**src/rtl/regfile_wb_arbiter_pkg.sv**
```systemverilog
// Shared types and constants for the register-file writeback arbiter.
// The write request type is what the long-unit result FIFO stores.
package regfile_pkg;
    localparam int DATA_W   = 64;
    localparam int ADDR_W   = 5;
    localparam int NUM_REGS = 32;

    localparam logic [ADDR_W-1:0] ZERO_REG = 5'd31;

    typedef struct packed {
        logic [ADDR_W-1:0] addr;
        logic [DATA_W-1:0] data;
    } wb_req_t;
endpackage

```
**src/rtl/regfile_wb_arbiter_if.sv**
```systemverilog
// Bundle of pipeline, long-unit, decode and regfile-port signals around the arbiter.
// Handshakes: a transfer happens on a rising edge where both valid (lu_issue / lu_wb_valid) and ready are high; ready never depends on valid.
interface regfile_wb_arbiter_if #(parameter int QDEPTH = 2);
    import regfile_pkg::*;
    localparam int OUT_W = $clog2(QDEPTH + 1);

    logic              pipe_wr_en;
    logic [ADDR_W-1:0] pipe_wr_addr;
    logic [DATA_W-1:0] pipe_wr_data;
    logic              lu_issue;
    logic [ADDR_W-1:0] lu_issue_addr;
    logic              lu_issue_ready;
    logic              lu_wb_valid;
    logic [ADDR_W-1:0] lu_wb_addr;
    logic [DATA_W-1:0] lu_wb_data;
    logic              lu_wb_ready;
    logic [ADDR_W-1:0] id_rs1;
    logic [ADDR_W-1:0] id_rs2;
    logic [ADDR_W-1:0] id_rd;
    logic              id_rd_en;
    logic              stall;
    logic              RegWrite;
    logic [ADDR_W-1:0] WriteRegister;
    logic [DATA_W-1:0] WriteData;
    logic [OUT_W-1:0]  outstanding;
    logic              err;

    modport slave (
        input  pipe_wr_en, pipe_wr_addr, pipe_wr_data,
        input  lu_issue, lu_issue_addr, lu_wb_valid, lu_wb_addr, lu_wb_data,
        input  id_rs1, id_rs2, id_rd, id_rd_en,
        output lu_issue_ready, lu_wb_ready, stall,
        output RegWrite, WriteRegister, WriteData, outstanding, err
    );

    modport master (
        output pipe_wr_en, pipe_wr_addr, pipe_wr_data,
        output lu_issue, lu_issue_addr, lu_wb_valid, lu_wb_addr, lu_wb_data,
        output id_rs1, id_rs2, id_rd, id_rd_en,
        input  lu_issue_ready, lu_wb_ready, stall,
        input  RegWrite, WriteRegister, WriteData, outstanding, err
    );
endinterface

```
**src/rtl/regfile_wb_arbiter_wb_fifo.sv**
```systemverilog
// Small circular FIFO holding long-unit results until the regfile port is free.
// Push while full and pop while empty are ignored.
module wb_fifo
    import regfile_pkg::*;
#(
    parameter int QDEPTH = 2
) (
    input  logic    clk,
    input  logic    rst_n,
    input  logic    push,
    input  wb_req_t push_req,
    input  logic    pop,
    output wb_req_t head,
    output logic    full,
    output logic    empty
);
    localparam int PTR_W = (QDEPTH > 1) ? $clog2(QDEPTH) : 1;
    localparam int CNT_W = $clog2(QDEPTH + 1);

    wb_req_t          mem [QDEPTH];
    logic [PTR_W-1:0] wr_ptr;
    logic [PTR_W-1:0] rd_ptr;
    logic [CNT_W-1:0] count;
    logic             do_push;
    logic             do_pop;

    function automatic logic [PTR_W-1:0] bump(input logic [PTR_W-1:0] p);
        return (p == PTR_W'(QDEPTH - 1)) ? '0 : p + PTR_W'(1);
    endfunction

    assign full    = (count == CNT_W'(QDEPTH));
    assign empty   = (count == '0);
    assign do_push = push && !full;
    assign do_pop  = pop && !empty;
    assign head    = mem[rd_ptr];

    always_ff @(posedge clk) begin
        if (do_push) begin
            mem[wr_ptr] <= push_req;
        end
    end

    always_ff @(posedge clk or negedge rst_n) begin
        if (!rst_n) begin
            wr_ptr <= '0;
            rd_ptr <= '0;
            count  <= '0;
        end else begin
            if (do_push) wr_ptr <= bump(wr_ptr);
            if (do_pop)  rd_ptr <= bump(rd_ptr);
            if (do_push && !do_pop)      count <= count + CNT_W'(1);
            else if (!do_push && do_pop) count <= count - CNT_W'(1);
        end
    end
endmodule

```
**src/rtl/regfile_wb_arbiter.sv**
```systemverilog
// Regfile write-port arbiter: pipeline writeback wins, buffered long-unit results fill idle cycles.
// Tracks registers owed a long-unit result and stalls decode on hazards against them.
module regfile_wb_arbiter
    import regfile_pkg::*;
#(
    parameter int QDEPTH = 2
) (
    input  logic clk,
    input  logic reset,
    regfile_wb_arbiter_if.slave bus
);
    localparam int OUT_W = $clog2(QDEPTH + 1);

    logic [NUM_REGS-1:0] pending;
    logic [NUM_REGS-1:0] pending_nxt;
    logic [OUT_W-1:0]    outstanding_q;
    logic                err_q;
    logic                err_evt;
    logic                issue_acc;
    logic                push;
    logic                pop;
    logic                full;
    logic                empty;
    wb_req_t             head;
    wb_req_t             push_req;

    assign bus.lu_issue_ready = (outstanding_q < OUT_W'(QDEPTH)) && !pending[bus.lu_issue_addr];
    assign bus.lu_wb_ready    = !full;
    assign bus.outstanding    = outstanding_q;
    assign bus.err            = err_q;

    assign issue_acc = bus.lu_issue && bus.lu_issue_ready;
    assign push      = bus.lu_wb_valid && !full;
    assign pop       = reset && !bus.pipe_wr_en && !empty;
    assign push_req  = '{addr: bus.lu_wb_addr, data: bus.lu_wb_data};

    wb_fifo #(.QDEPTH(QDEPTH)) u_fifo (
        .clk      (clk),
        .rst_n    (reset),
        .push     (push),
        .push_req (push_req),
        .pop      (pop),
        .head     (head),
        .full     (full),
        .empty    (empty)
    );

    always_comb begin
        bus.RegWrite      = 1'b0;
        bus.WriteRegister = '0;
        bus.WriteData     = '0;
        if (reset) begin
            if (bus.pipe_wr_en) begin
                bus.RegWrite      = 1'b1;
                bus.WriteRegister = bus.pipe_wr_addr;
                bus.WriteData     = bus.pipe_wr_data;
            end else if (!empty) begin
                bus.RegWrite      = 1'b1;
                bus.WriteRegister = head.addr;
                bus.WriteData     = head.data;
            end
        end
    end

    // pending[ZERO_REG] is never set, so the explicit checks only guard the index
    assign bus.stall = (pending[bus.id_rs1] && bus.id_rs1 != ZERO_REG) ||
                       (pending[bus.id_rs2] && bus.id_rs2 != ZERO_REG) ||
                       (bus.id_rd_en && pending[bus.id_rd] && bus.id_rd != ZERO_REG);

    assign err_evt = (push && !pending[bus.lu_wb_addr] && bus.lu_wb_addr != ZERO_REG) ||
                     (bus.pipe_wr_en && pending[bus.pipe_wr_addr]);

    always_comb begin
        pending_nxt = pending;
        if (pop) pending_nxt[head.addr] = 1'b0;
        if (issue_acc && bus.lu_issue_addr != ZERO_REG) pending_nxt[bus.lu_issue_addr] = 1'b1;
    end

    always_ff @(posedge clk or negedge reset) begin
        if (!reset) begin
            pending       <= '0;
            outstanding_q <= '0;
            err_q         <= 1'b0;
        end else begin
            pending <= pending_nxt;
            if (err_evt) err_q <= 1'b1;
            // a stray (error) result popped with nothing outstanding must not wrap the count
            if (issue_acc && !pop)
                outstanding_q <= outstanding_q + OUT_W'(1);
            else if (!issue_acc && pop && outstanding_q != '0)
                outstanding_q <= outstanding_q - OUT_W'(1);
        end
    end
endmodule

```
**src/flat_wrapper.sv**
```systemverilog
// flat-port wrapper written by rule: the top's interface ports become plain ports
module regfile_wb_arbiter_flat import regfile_pkg::*;
#(
    parameter int QDEPTH = 2
)
  (clk, reset, bus_pipe_wr_en, bus_pipe_wr_addr, bus_pipe_wr_data, bus_lu_issue, bus_lu_issue_addr, bus_lu_wb_valid, bus_lu_wb_addr, bus_lu_wb_data, bus_id_rs1, bus_id_rs2, bus_id_rd, bus_id_rd_en, bus_lu_issue_ready, bus_lu_wb_ready, bus_stall, bus_RegWrite, bus_WriteRegister, bus_WriteData, bus_outstanding, bus_err);
  regfile_wb_arbiter_if #(.QDEPTH(QDEPTH)) bus_i ();
  input  logic clk;
  input  logic reset;
  input wire logic [$bits(bus_i.pipe_wr_en)-1:0] bus_pipe_wr_en;
  input wire logic [$bits(bus_i.pipe_wr_addr)-1:0] bus_pipe_wr_addr;
  input wire logic [$bits(bus_i.pipe_wr_data)-1:0] bus_pipe_wr_data;
  input wire logic [$bits(bus_i.lu_issue)-1:0] bus_lu_issue;
  input wire logic [$bits(bus_i.lu_issue_addr)-1:0] bus_lu_issue_addr;
  input wire logic [$bits(bus_i.lu_wb_valid)-1:0] bus_lu_wb_valid;
  input wire logic [$bits(bus_i.lu_wb_addr)-1:0] bus_lu_wb_addr;
  input wire logic [$bits(bus_i.lu_wb_data)-1:0] bus_lu_wb_data;
  input wire logic [$bits(bus_i.id_rs1)-1:0] bus_id_rs1;
  input wire logic [$bits(bus_i.id_rs2)-1:0] bus_id_rs2;
  input wire logic [$bits(bus_i.id_rd)-1:0] bus_id_rd;
  input wire logic [$bits(bus_i.id_rd_en)-1:0] bus_id_rd_en;
  output wire logic [$bits(bus_i.lu_issue_ready)-1:0] bus_lu_issue_ready;
  output wire logic [$bits(bus_i.lu_wb_ready)-1:0] bus_lu_wb_ready;
  output wire logic [$bits(bus_i.stall)-1:0] bus_stall;
  output wire logic [$bits(bus_i.RegWrite)-1:0] bus_RegWrite;
  output wire logic [$bits(bus_i.WriteRegister)-1:0] bus_WriteRegister;
  output wire logic [$bits(bus_i.WriteData)-1:0] bus_WriteData;
  output wire logic [$bits(bus_i.outstanding)-1:0] bus_outstanding;
  output wire logic [$bits(bus_i.err)-1:0] bus_err;
  assign bus_i.pipe_wr_en = bus_pipe_wr_en;
  assign bus_i.pipe_wr_addr = bus_pipe_wr_addr;
  assign bus_i.pipe_wr_data = bus_pipe_wr_data;
  assign bus_i.lu_issue = bus_lu_issue;
  assign bus_i.lu_issue_addr = bus_lu_issue_addr;
  assign bus_i.lu_wb_valid = bus_lu_wb_valid;
  assign bus_i.lu_wb_addr = bus_lu_wb_addr;
  assign bus_i.lu_wb_data = bus_lu_wb_data;
  assign bus_i.id_rs1 = bus_id_rs1;
  assign bus_i.id_rs2 = bus_id_rs2;
  assign bus_i.id_rd = bus_id_rd;
  assign bus_i.id_rd_en = bus_id_rd_en;
  assign bus_lu_issue_ready = bus_i.lu_issue_ready;
  assign bus_lu_wb_ready = bus_i.lu_wb_ready;
  assign bus_stall = bus_i.stall;
  assign bus_RegWrite = bus_i.RegWrite;
  assign bus_WriteRegister = bus_i.WriteRegister;
  assign bus_WriteData = bus_i.WriteData;
  assign bus_outstanding = bus_i.outstanding;
  assign bus_err = bus_i.err;
  regfile_wb_arbiter #(.QDEPTH(QDEPTH)) u_core (.clk(clk), .reset(reset), .bus(bus_i));
endmodule
```
**config.mk**
```make
export PLATFORM = sky130hd
export DESIGN_NAME = regfile_wb_arbiter_flat
export DESIGN_NICKNAME = d
export VERILOG_FILES = /design/src/rtl/regfile_wb_arbiter_pkg.sv /design/src/rtl/regfile_wb_arbiter_if.sv /design/src/rtl/regfile_wb_arbiter_wb_fifo.sv /design/src/rtl/regfile_wb_arbiter.sv /design/src/flat_wrapper.sv
export SDC_FILE = /design/constraint.sdc
export NUM_CORES = 1
export LEC_CHECK = 0
export BUFFER_PORTS_ARGS = -buffer_cell sky130_fd_sc_hd__buf_2
export CORE_MARGIN = 3
export CORE_UTILIZATION = 53
export DETAILED_ROUTE_END_ITERATION = 7
export PLACE_DENSITY_LB_ADDON = 0.25
export SLEW_MARGIN = 20
export SYNTH_ARGS = -nofsm -noshare
export SYNTH_HDL_FRONTEND = slang
export SYNTH_SLANG_ARGS = --single-unit
```
**constraint.sdc**
```tcl
create_clock -name clk -period 5.2 [get_ports clk]
set_clock_uncertainty 0.1 [all_clocks]
set_input_delay 0.26 -clock clk [delete_from_list [all_inputs] [get_ports clk]]
set_output_delay 0.26 -clock clk [all_outputs]
set_load 0.1 [all_outputs]
```
* Word level (Yosys, flattened, before mapping)
Memories as Yosys holds them, arrays and structs flattened.
Cells that the tools add are included.
** Word-level totals
- Register bits :: 39
- Output and inout bits :: 76
- Input port bits :: 164
- Bits in writable memories :: 138
- Word-level logic and storage cells :: 105
- Memories kept :: 1
** Operators by class
- Equal/unequal tests :: 6
- Mux-type cells :: 35
- Bitwise logic cells :: 3
- Add/sub/neg operators :: 6
- Reduce and logical (&&, ||, !) cells :: 38
- Order comparisons :: 10
** Memory list
- u_core.u_fifo.mem :: words 2, bits a word 69, rd ports 1, clocked after memory_dff 0, write ports 1, line regfile_wb_arbiter_wb_fifo.sv:20 : wb_req_t mem [QDEPTH];
** Operators with widths (number)
- two-way mux 64 bit :: 3
- two-way mux 32 bit :: 2
- less-than comparator 5 x 6 -> 1 bit (second input constant) :: 7
- bitwise AND 32 bit :: 1
- inverter 32 bit :: 1
- OR 32 bit :: 1
- binary-select mux 1 bit (select 5 bit) :: 6
- inequality test 5 bit (second input constant) :: 5
- logical AND 1 bit :: 22
- two-way mux 1 bit :: 15
- two-way mux 5 bit :: 3
- demux 1 bit (select 5 bit) :: 2
- >= comparator 5 x 1 -> 1 bit (second input constant) :: 2
- logical NOT 1 bit :: 9
- two-way mux 2 bit :: 4
- nonzero test 2 bit :: 3
- adder 2 x 1 -> 2 bit (second input constant) :: 2
- subtractor 2 x 1 -> 2 bit (second input constant) :: 2
- logical OR 1 bit :: 3
- adder 1 bit (second input constant) :: 2
- equality test 2 bit (second input constant) :: 1
- logical NOT 2 bit :: 1
- less-than comparator 2 bit (second input constant) :: 1

* Longest topological paths before layout
- Depth after elaboration :: 10
- Mapped depth :: 8
- Gate-level depth less buffers :: 7

* Modules after synthesis
Synthesis repeated with hierarchy kept, for this count alone.
** Second synthesis, totals
- Cell total of the unflattened synthesis :: 590
- Area total of the unflattened synthesis :: 9397.8 µm²
** Modules (own cells, without submodules)
- wb_fifo :: times used 1, cells each 234, area an instance 5527.8 µm², sequential area each 4244.1 µm²
- regfile_wb_arbiter :: times used 1, cells each 356, area an instance 3870.0 µm², sequential area each 875.8 µm²

* Least setup slack after synthesis
Ideal clock, no wire load.
- Path type :: register to register
- Start :: reg u_core.u_fifo.count[0]
- End :: mem u_core.u_fifo.mem[0][0] in the netlist's numbering (enable)
- Slack :: 175 ps
- Setup time :: 497 ps
- Arrival :: 4428 ps
- Data required time :: 4603 ps
- Clock period less this slack :: 5025 ps
- Path buffers :: 0
- Stages on the path, launching flop included :: 4
- Cell sequence :: dfrtp_1 nand2b_1 nand2_1 nor2_1
** On the way
- Longest elaborated chain between the ends :: 6
** RTL lines
- start: declaration :: line regfile_wb_arbiter_wb_fifo.sv:23 : logic [CNT_W-1:0] count;
- start signal: assignment :: line regfile_wb_arbiter_wb_fifo.sv:51 : if (do_push && !do_pop) count <= count + CNT_W'(1);
- start signal: assignment :: line regfile_wb_arbiter_wb_fifo.sv:52 : else if (!do_push && do_pop) count <= count - CNT_W'(1);
- equality test 2 bit * :: line regfile_wb_arbiter_wb_fifo.sv:31 : assign full = (count == CNT_W'(QDEPTH));
- logical NOT 1 bit *
- net bus_lu_wb_ready :: line flat_wrapper.sv:23 : output wire logic [$bits(bus_i.lu_wb_ready)-1:0] bus_lu_wb_ready;
- logical AND 1 bit :: line regfile_wb_arbiter.sv:33 : assign push = bus.lu_wb_valid && !full;
- logical AND 1 bit * :: line regfile_wb_arbiter_wb_fifo.sv:33 : assign do_push = push && !full;
- two-way mux 1 bit * :: line regfile_wb_arbiter_wb_fifo.sv:38 : if (do_push) begin
- two-way mux 1 bit (implied by the code) * :: line regfile_wb_arbiter_wb_fifo.sv:39 : mem[wr_ptr] <= push_req;
- end: declaration :: line regfile_wb_arbiter_wb_fifo.sv:20
The timed path passes the listed nets; every way through them passes the cells marked *.

* Worst setup path in the final report
- Start :: in reset
- End :: out bus_WriteData[24]
** On the way
- Longest elaborated chain between the ends :: 1
** RTL lines
- start: declaration :: line flat_wrapper.sv:9 : input logic reset;
- two-way mux 64 bit :: line regfile_wb_arbiter.sv:52 : if (reset) begin
- end: declaration :: line flat_wrapper.sv:27 : output wire logic [$bits(bus_i.WriteData)-1:0] bus_WriteData;
No other way between the ends.

==> impl_metrics.toml <==
[setup_path]
crit_type = "in2out"
crit_family = "buffers and inverters"
r2r_start = "u_core.u_fifo.count[0]$_DFFE_PN0P_"
crit_path_max_fanout = 71
start_kind = "primary input"
reg2reg_to = "u_core.u_fifo.count[1]$_DFFE_PN0P_"
arrival_ns = 3.76
critical_path.slowest_cell = "clkinv_2"
cp_common_cell = "buf_2"
rr_worst_depth = 7
required_ns = 4.84
r2r_slack_ns = 2.00
path_cells = "dlygate4sd3_1 -> buf_2 -> nor3b_1 -> clkinv_2 -> o21ai_0 -> buf_2"
critical_path.max_stage_delay_ns = 0.91
critPathBufInv = 4
cp-end-kind = "output port"

[cts]
worstSkewPairLatency_ns = 0.41
cts_sinks = 177
clockRootBuffer = "clkbuf_16"
cts_max_level = 4
clockBufferDepth = 2
cts_made_buffers = 17
cts_tree = "built"
post_cts_buffers = 0
clk_pin_slew_ns = 0.06

[pwr]
vdd_drop_max_uv = 387
power_leakage_nw = 4.68
finalPower_mw = 6.10
p_int_mw = 3.47
combPwrFrac_pct = 40.2
powerDensity_nw_per_um2 = 532
switching_share_pct = 43.1
p_switching_mw = 2.63
seqPwrFrac_pct = 39.1
power_frac_clock_pct = 20.7

[synth]
synth_cells = 683
yosysSeqAreaShare_pct = 57.9
synth_ff_type = "edfxtp_1"
yosysTopAreaCellShare_pct = 46.9
synth_edf_count = 138
syn_area_um2 = 8840
synth_area_leaders = "edfxtp_1 47%, dfrtp_1 11%, mux4_2 11%"
avgSynthCellArea_um2 = 12.9
synth_area_leader_cell = "edfxtp_1"
synth_nets = 848
ys_types = 47
ys_async_sr_fraction_pct = 22.0
ys_ff_latch = 177
yosysWarnings = 0

[global_routing]
overflow = 0
antenna_found_initial = 1
grt_max_degree = 72
grt_first_pass_wirelength_um = 36700
track_usage_pct = 26.1
grt_pass1_vias = 7060

[die]
io_pins = 240
die_y_um = 135
die_x_um = 135
dieArea_um2 = 18300
core_um2 = 16100
rows = 46
start_util_pct = 54.9

[sta]
hold_viol = 0
post-route-period-util_pct = 79.2
slew_headroom_pct = 34.3
period_needed_ns = 4.12
clock.fmax_mhz = 243
rsz0062_at_grt = "false"
tightest_slew_ns = 0.985
fin_tns_setup_ns = 0
fin_ws_ns = 1.08
setup_viol_count_final = 0
finalMaxSlewViolations = 0

[route]
ant_nets = 0
wl_per_cell_um = 20.0
drt-pass1-iter-count = 5
viasPerCell = 5.93
drc = 0
vias = 7128
drt_iter0_drc = 434
drt-total-wl_um = 24100

[placed_design]
dp_slack_ns = 2.04
io_buffers = 239
place.gp.congestion = 0.956
placed_cell_area_um2 = 10200
hpwl_um = 15700

[final_layout]
areaGrowthSynthToFinish_pct = 29.6
fin_area_um2 = 11500
fin_nets = 1137
postLayoutCoreUtil_pct = 71.1
final_common_cell = "buf_2"
layout_common_cells = "239 x buf_2, 138 x edfxtp_1, 133 x o21ai_0"
drive_gt1_share_pct = 33.8

[worst_hold_path]
min_from = "bus_lu_wb_addr[4]"
hold_depth = 1
hp-class = "in2reg"
min_delay_worst_endpoint = "u_core.u_fifo.mem[0][68]$_DFFE_PP_"

[outcome]
run_status = "completed"

[run]
maxCapViolCount = 0
[cells in the mapped netlist (4+ instances only)]
| cell | number |
|---|---|
| a211o_1 | 4 |
| a21oi_1 | 11 |
| buf_1 | 7 |
| clkbuf_1 | 31 |
| dfrtp_1 | 39 |
| edfxtp_1 | 138 |
| inv_1 | 10 |
| mux2_2 | 7 |
| mux2i_1 | 79 |
| mux4_2 | 43 |
| nand2_1 | 94 |
| nand2b_1 | 4 |
| nand3_1 | 5 |
| nand3b_1 | 6 |
| nor2_1 | 14 |
| nor2b_1 | 7 |
| nor3_1 | 4 |
| o21ai_0 | 133 |
| xnor2_1 | 4 |
[flip-flops by register name, summed over array words and instances, names as in the netlist]
| name | count |
|---|---|
| u_core.bus.outstanding | 2 |
| u_core.u_fifo.wr_ptr | 1 |
| u_core.pending | 32 |
| u_core.bus.err | 1 |
| u_core.u_fifo.count | 2 |
| u_core.u_fifo.rd_ptr | 1 |
| u_core.u_fifo.mem | 138 |
[metal layers]
metal	GRT usage, %	wire [um]
met4	10.2	724
met3	5.09	2100
met5	0	0
met1	33.9	9130
met2	43.8	12100
[kinds of logic (layout without fill, tap and decap cells)]
family	after synthesis	after routing	synth area share [%]
xor+xnor	6	6	0.594
simple gates	146	146	7.53
other cells	0	1	0
fa+ha+maj	1	1	0.141
mux	129	129	20.8
buf+inv	50	352	2.16
flops	177	177	57.9
compound gates	174	174	10.9
[timing repair]
action                    CTS  global route
hold endpoints to repair  169             0
hold buffers               66             0
resized for setup           0             0
[how the worst max path moves through the flow]
stage	start	to	slack, ns	depth (start not counted)
after floorplan	u_core.u_fifo.count[0]$_DFFE_PN0P_	u_core.u_fifo.mem[0][0]$_DFFE_PP_	0.17	3
after global placement	reset	bus_WriteData[24]	2.03	5
after detailed placement	reset	bus_WriteData[24]	2.04	5
after CTS	reset	bus_WriteData[24]	1.50	6
after global routing	reset	bus_WriteData[24]	0.82	6
final	reset	bus_WriteData[24]	1.08	6
[power groups by stage]
stage	registers (mW)	clock network, mW	logic (mW)
2_1_floorplan	2.24	0	1.96
3_3_place_gp	2.37	0	2.38
3_5_place_dp	2.39	0	2.40
4_1_cts	2.36	1.27	2.45
5_1_grt	2.42	1.34	2.59
6_report	2.38	1.26	2.45
[cell type report]
class	instances	area, um2
Antenna cell	1	2.50
Fill cell	1094	4660
Inverter	11	42.5
Tap cell	216	270
Sequential cell	177	5120
Multi-Input combinational cell	456	3550
Clock buffer	18	429
Timing Repair Buffer	309	1890
Clock inverter	14	156
[per-stage QoR]
step,instances,hold WS (ns)
floorplan,683,-0.136
global placement,1103,0.0314
detailed placement,1103,0.0292
CTS,1201,0.0171
global route,1202,0.0247
finish,1202,0.0428
No activity file was read; power rests on OpenSTA's default activity.
